## src/rtl/shift_arbiter_pkg.sv

```systemverilog
// Shared encodings for the two-requester shift arbiter: operation codes and FSM states.
package shift_arbiter_pkg;

    localparam int unsigned DATA_W = 16;
    localparam int unsigned CNT_W  = 4;

    typedef enum logic [1:0] {
        ROTL = 2'b00,
        SHL  = 2'b01,
        SRA  = 2'b10,
        SRL  = 2'b11
    } shiftOp_e;

    typedef enum logic [1:0] {
        IDLE = 2'b00,
        CALC = 2'b01,
        RESP = 2'b10
    } arbState_e;

endpackage

```

## src/rtl/shift_arbiter_shifter.sv

```systemverilog
// Combinational 16-bit shifter: rotate-left, shift-left, arithmetic and logical shift-right.
module shift_arbiter_shifter
    import shift_arbiter_pkg::*;
(
    input  logic [DATA_W-1:0] dataIn,
    input  logic [CNT_W-1:0]  shiftCnt,
    input  shiftOp_e          shiftOp,
    output logic [DATA_W-1:0] dataOut
);

    logic [2*DATA_W-1:0] rotWide;

    always_comb begin
        // Upper half of the doubled operand shifted left is the rotate result, cnt=0 included.
        rotWide = {dataIn, dataIn} << shiftCnt;
        dataOut = dataIn;
        case (shiftOp)
            ROTL:    dataOut = rotWide[2*DATA_W-1:DATA_W];
            SHL:     dataOut = dataIn << shiftCnt;
            SRA:     dataOut = $signed(dataIn) >>> shiftCnt;
            SRL:     dataOut = dataIn >> shiftCnt;
            default: dataOut = dataIn;
        endcase
    end

endmodule

```

## src/rtl/shift_arbiter.sv

```systemverilog
// Two requesters share one shifter through an IDLE/CALC/RESP FSM; round-robin or fixed priority.
// Define SHIFT_ARB_STATS_EN to add per-requester grant counters (grant_cnt0/grant_cnt1).
module shift_arbiter
    import shift_arbiter_pkg::*;
#(
    parameter int FAIR_RR = 1
) (
    input  logic              clk,
    input  logic              rst,
    input  logic              req0_vld,
    output logic              req0_rdy,
    input  logic [DATA_W-1:0] req0_in,
    input  logic [CNT_W-1:0]  req0_cnt,
    input  logic [1:0]        req0_op,
    input  logic              req1_vld,
    output logic              req1_rdy,
    input  logic [DATA_W-1:0] req1_in,
    input  logic [CNT_W-1:0]  req1_cnt,
    input  logic [1:0]        req1_op,
    output logic              rsp_vld,
    input  logic              rsp_rdy,
    output logic              rsp_id,
    output logic [DATA_W-1:0] rsp_data
`ifdef SHIFT_ARB_STATS_EN
    ,
    output logic [15:0]       grant_cnt0,
    output logic [15:0]       grant_cnt1
`endif
);

    arbState_e         state;
    logic              rrPtr;
    logic [DATA_W-1:0] latIn;
    logic [CNT_W-1:0]  latCnt;
    shiftOp_e          latOp;
    logic              latId;
    logic              anyVld;
    logic              grantId;
    logic              accept;
    logic [DATA_W-1:0] shiftOut;

    always_comb begin
        anyVld   = req0_vld | req1_vld;
        // Requester 1 wins alone, or on a tie when round-robin points at it.
        grantId  = req1_vld & (~req0_vld | ((FAIR_RR != 0) & rrPtr));
        accept   = (state == IDLE) & ~rst & anyVld;
        req0_rdy = accept & ~grantId;
        req1_rdy = accept & grantId;
    end

    shift_arbiter_shifter uShifter (
        .dataIn   (latIn),
        .shiftCnt (latCnt),
        .shiftOp  (latOp),
        .dataOut  (shiftOut)
    );

    always_ff @(posedge clk or posedge rst) begin
        if (rst) begin
            state    <= IDLE;
            rrPtr    <= 1'b0;
            latIn    <= '0;
            latCnt   <= '0;
            latOp    <= ROTL;
            latId    <= 1'b0;
            rsp_vld  <= 1'b0;
            rsp_id   <= 1'b0;
            rsp_data <= '0;
        end else begin
            case (state)
                IDLE: begin
                    if (anyVld) begin
                        latIn  <= grantId ? req1_in  : req0_in;
                        latCnt <= grantId ? req1_cnt : req0_cnt;
                        latOp  <= shiftOp_e'(grantId ? req1_op : req0_op);
                        latId  <= grantId;
                        if (FAIR_RR != 0) rrPtr <= ~grantId;
                        state  <= CALC;
                    end
                end
                CALC: begin
                    rsp_data <= shiftOut;
                    rsp_id   <= latId;
                    rsp_vld  <= 1'b1;
                    state    <= RESP;
                end
                RESP: begin
                    if (rsp_rdy) begin
                        rsp_vld <= 1'b0;
                        state   <= IDLE;
                    end
                end
                default: state <= IDLE;
            endcase
        end
    end

`ifdef SHIFT_ARB_STATS_EN
    always_ff @(posedge clk or posedge rst) begin
        if (rst) begin
            grant_cnt0 <= '0;
            grant_cnt1 <= '0;
        end else begin
            if (req0_vld && req0_rdy) grant_cnt0 <= grant_cnt0 + 16'd1;
            if (req1_vld && req1_rdy) grant_cnt1 <= grant_cnt1 + 16'd1;
        end
    end
`endif

endmodule
```

## config.mk

```make
export PLATFORM = sky130hd
export DESIGN_NAME = shift_arbiter
export DESIGN_NICKNAME = d
export VERILOG_FILES = /design/src/rtl/shift_arbiter_pkg.sv /design/src/rtl/shift_arbiter_shifter.sv /design/src/rtl/shift_arbiter.sv
export SDC_FILE = /design/constraint.sdc
export NUM_CORES = 1
export LEC_CHECK = 0
export CORE_UTILIZATION = 50
export CTS_CLUSTER_SIZE = 28
export DETAILED_ROUTE_END_ITERATION = 12
export DONT_BUFFER_PORTS = 1
export PLACE_DENSITY_LB_ADDON = 0.05
export SYNTH_ARGS = -nofsm -noshare
export SYNTH_HDL_FRONTEND = slang
export SYNTH_SLANG_ARGS = --single-unit
```

## constraint.sdc

```tcl
create_clock -name clk -period 4.2 [get_ports clk]
set_clock_uncertainty 0.05 [all_clocks]
set_input_delay 0.84 -clock clk [delete_from_list [all_inputs] [get_ports clk]]
set_output_delay 0.84 -clock clk [all_outputs]
set_load 0.03 [all_outputs]
```

==> impl_summary.log <==
[metrics] area of the core region: 7214 um2
[metrics] weighted congestion at the end of routability-driven global placement: 0.9201
[metrics] total wirelength of the detailed-routed design: 10,710 um
[metrics] dominant combinational cell family by area after synthesis: multiplexers
[metrics] xor and xnor fraction of the mapped netlist area: 0%
[metrics] post-detailed-placement half-perimeter wirelength: 7793 um
[metrics] Final ANT Viol Nets: 0
[metrics] CTS tree: built
[metrics] final hold slack: 425.4 ps
[metrics] part of the Yosys area used for sequential elements: 29.73%
[metrics] die area: roughly 7800 um2
[metrics] number of I/O port buffers: 0
[metrics] remaining routing DRC violations: 0
[metrics] syn nets: approximately 460
[metrics] Vias: 3,257
[metrics] EDFF count, synth: 0
[metrics] number of vias per cell: ~6.6
[metrics] final count of pins violating max slew: 0
[metrics] final critical path time including I/O delays and setup: ~2800 ps
[metrics] utilization of the core after routing: 52.55%
[metrics] number of failing hold endpoints at the final stage: 0
[metrics] clock latency of the later-clocked register in the worst-skew pair: ~300 ps
[metrics] Worst Setup Slack post-DPL: 1455 ps
[metrics] worst min path class: flip-flop to flip-flop
[metrics] simple logic cell fraction of the synthesized area: between 10% and 20%
[metrics] count of cell types in the netlist: 49
[metrics] setup slack after layout: 1397 ps
[metrics] via count of the first global-routing pass: approximately 3,000
[metrics] average cell area after synthesis: 8.989 um2
[metrics] number of buffers on the longest clock path: 2
[metrics] cts repair resizes: 0
[metrics] Crit Path Class: flip-flop to flip-flop
[metrics] multiplexer area fraction after synthesis: 25.51%
[metrics] GRT overflow: 0
[metrics] setup slack, reg-to-reg: 1400 ps
[metrics] ratio of cells with drive above 1 in the final layout: 17.39%
[metrics] drt initial violations: 344
[metrics] nets: 440
[metrics] growth of design area from synthesis to finish: 2.365%
[metrics] clock net sink count: 44
[metrics] most frequently used flop master after synthesis: sky130_fd_sc_hd__dfrtp_1
[metrics] maximum clock rate: 356.8 MHz
[metrics] ranking of synthesized cells by area: sky130_fd_sc_hd__dfrtp_1 30%, sky130_fd_sc_hd__mux4_2 9.7%, sky130_fd_sc_hd__mux2_2 7.9%, sky130_fd_sc_hd__mux2i_1 6.8%, sky130_fd_sc_hd__a222oi_1 6.2%
[metrics] detail-routed net length per standard cell: 21.85 um
[metrics] die boundary width: 88.07 um
[metrics] actual transition at the worst max-transition pin: 916.7 ps
[metrics] number of standard cells after synthesis: about 410
[metrics] Critical Path Sink Type: flip-flop
[metrics] Post-synth ARST share: between 90% and 100%
[metrics] largest fanout on the critical path: 23
[metrics] count of TritonRoute iterations in the first routing pass: 5
[metrics] wire length of the first global-routing pass: 16,990 um
[metrics] antenna diode count: 0
[metrics] hold bufs inserted after CTS: 0
[metrics] setup repair after global routing missed its margin: false
[metrics] final setup TNS: 0 ps
[metrics] fraction of post-synthesis cell area in the top cell type by area: just under 30%
[metrics] total setup violations reported at the end of the flow: 0
[metrics] total I/O pin count: 69
[metrics] required time reported for the critical path endpoint: 4330 ps
[metrics] cell type with the largest total area after synthesis: sky130_fd_sc_hd__dfrtp_1
[metrics] post-synth design cell area: 3704 um2
[metrics] maximum capacitance violations: 0
[metrics] largest net degree at the start of global routing: 45
[metrics] Synth Area in Compound Gates: approximately 23%
[metrics] result of the run: completed
[metrics] Row Count: 31
[metrics] fraction of the mapped netlist area in adder cells: 0%
[metrics] most numerous cell in the Yosys netlist: sky130_fd_sc_hd__dfrtp_1
[metrics] initial core utilization: approximately 51%
[metrics] CP Data Arrival Time: between 2000 and 3000 ps
[metrics] startpoint class of the critical path: flip-flop
[metrics] leading cell types by count after synthesis: 44 x sky130_fd_sc_hd__dfrtp_1, 41 x sky130_fd_sc_hd__nor2_1, 33 x sky130_fd_sc_hd__inv_1, 28 x sky130_fd_sc_hd__nand2_1, 26 x sky130_fd_sc_hd__mux2_2
[metrics] depth of the CTS H-tree: 2
[metrics] warning count from the yosys run: 0
[metrics] CTS clock-pin slew for the worst setup and hold paths: 90 ps
[metrics] die height: 88.07 um
[metrics] GRT Overall Usage: around 29%
[metrics] part of the cycle the worst path needs: 66.73%
[metrics] initial antenna violation count: 0
[metrics] clock buffers created by TritonCTS: 5
[metrics] Root Driver: sky130_fd_sc_hd__clkbuf_8
[metrics] Max transition margin: 38.88%
[metrics] Setup Fix Bufs, Post-CTS: 0
[metrics] number of storage elements in the synthesis netlist: 44
==> per-stage QoR <==
step / cells / area (um2)
3_5_place_dp: 483 / 3714
2_1_floorplan: 412 / 3704
3_3_place_gp: 483 / 3714
5_1_grt: 490 / 3791
6_report: 490 / 3791
4_1_cts: 490 / 3791
==> sequential cells by signal (all words and copies together) (netlist names) <==
register	cells
latId	1
latOp	2
rsp_id	1
rsp_data	16
rrPtr	1
latCnt	4
rsp_vld	1
state	2
latIn	16
==> cells in the final DEF (no fill, tap or decap), drive strengths merged, types with 2 or more instances in the layout <==
cell type  synthesis  routed
clkbuf            23       6
o21ai             24      24
a21o               4       4
nand4              2       2
nand2             28      28
a21oi             23      23
nor2b              4       4
mux2              29      29
o211ai             3       3
o22ai              3       3
nand2b            10      10
nor2              41      41
a31oi              7       7
or2                2       2
a22oi              7       7
mux2i             25      25
a222oi            23      23
inv               34      34
o221ai             5       5
a221oi             2       2
a211oi             6       6
nand3              4       4
dfrtp             44      44
mux4              16      16
nor4               4       4
buf               16      11
nor3               9       9
==> area by class of cell <==
type	count	area (um2)
inverters	34	127.6
repair buffers	11	82.58
clock inverters	1	5.005
clock buffers	6	72.57
fillers	724	3423
well taps	99	123.9
multi-input cells	295	2278
flip-flops and latches	44	1101
==> worst paths after layout <==
check	startpoint	depth (start not counted)	end
hold / removal	rrPtr$_DFFE_PP0P_	1	rrPtr$_DFFE_PP0P_
hold reg to reg	rrPtr$_DFFE_PP0P_	1	rrPtr$_DFFE_PP0P_
max in group asynchronous	rst	2	latIn[3]$_DFFE_PP0P_
min in group asynchronous	rst	2	state[0]$_DFFE_PP0P_
setup / recovery	latCnt[2]$_DFFE_PP0P_	7	rsp_data[7]$_DFFE_PP0P_
setup reg to reg	latCnt[2]$_DFFE_PP0P_	7	rsp_data[7]$_DFFE_PP0P_
==> per-layer routing <==
metal / vias to the layer above / wire [um] / track usage (%)
met2: 147 / 4859 / 45.45
li1: 1512 / - / -
met1: 1576 / 4789 / 41.40
met5: - / 0 / 0
met4: 0 / 213 / 6.891
met3: 22 / 846 / 7.446
==> critical path: stages (launching register included) <==
cell                       delay (ps)
sky130_fd_sc_hd__dfrtp_1          920
sky130_fd_sc_hd__buf_4            340
sky130_fd_sc_hd__mux2_2           360
sky130_fd_sc_hd__mux2i_1          290
sky130_fd_sc_hd__nor2_1            70
sky130_fd_sc_hd__or4_1            470
sky130_fd_sc_hd__o21ai_0           90
sky130_fd_sc_hd__a211oi_1          90
==> cell families after synthesis <==
logic type / count (synthesis)
AO/OA/AOI/OAI: 118
AND/OR/NAND/NOR: 107
buffers and inverters: 73
multiplexers: 70
flip-flops: 44
Power is not shown: default switching activity piles up to over one toggle a cycle in this logic, so the estimate is an artifact.
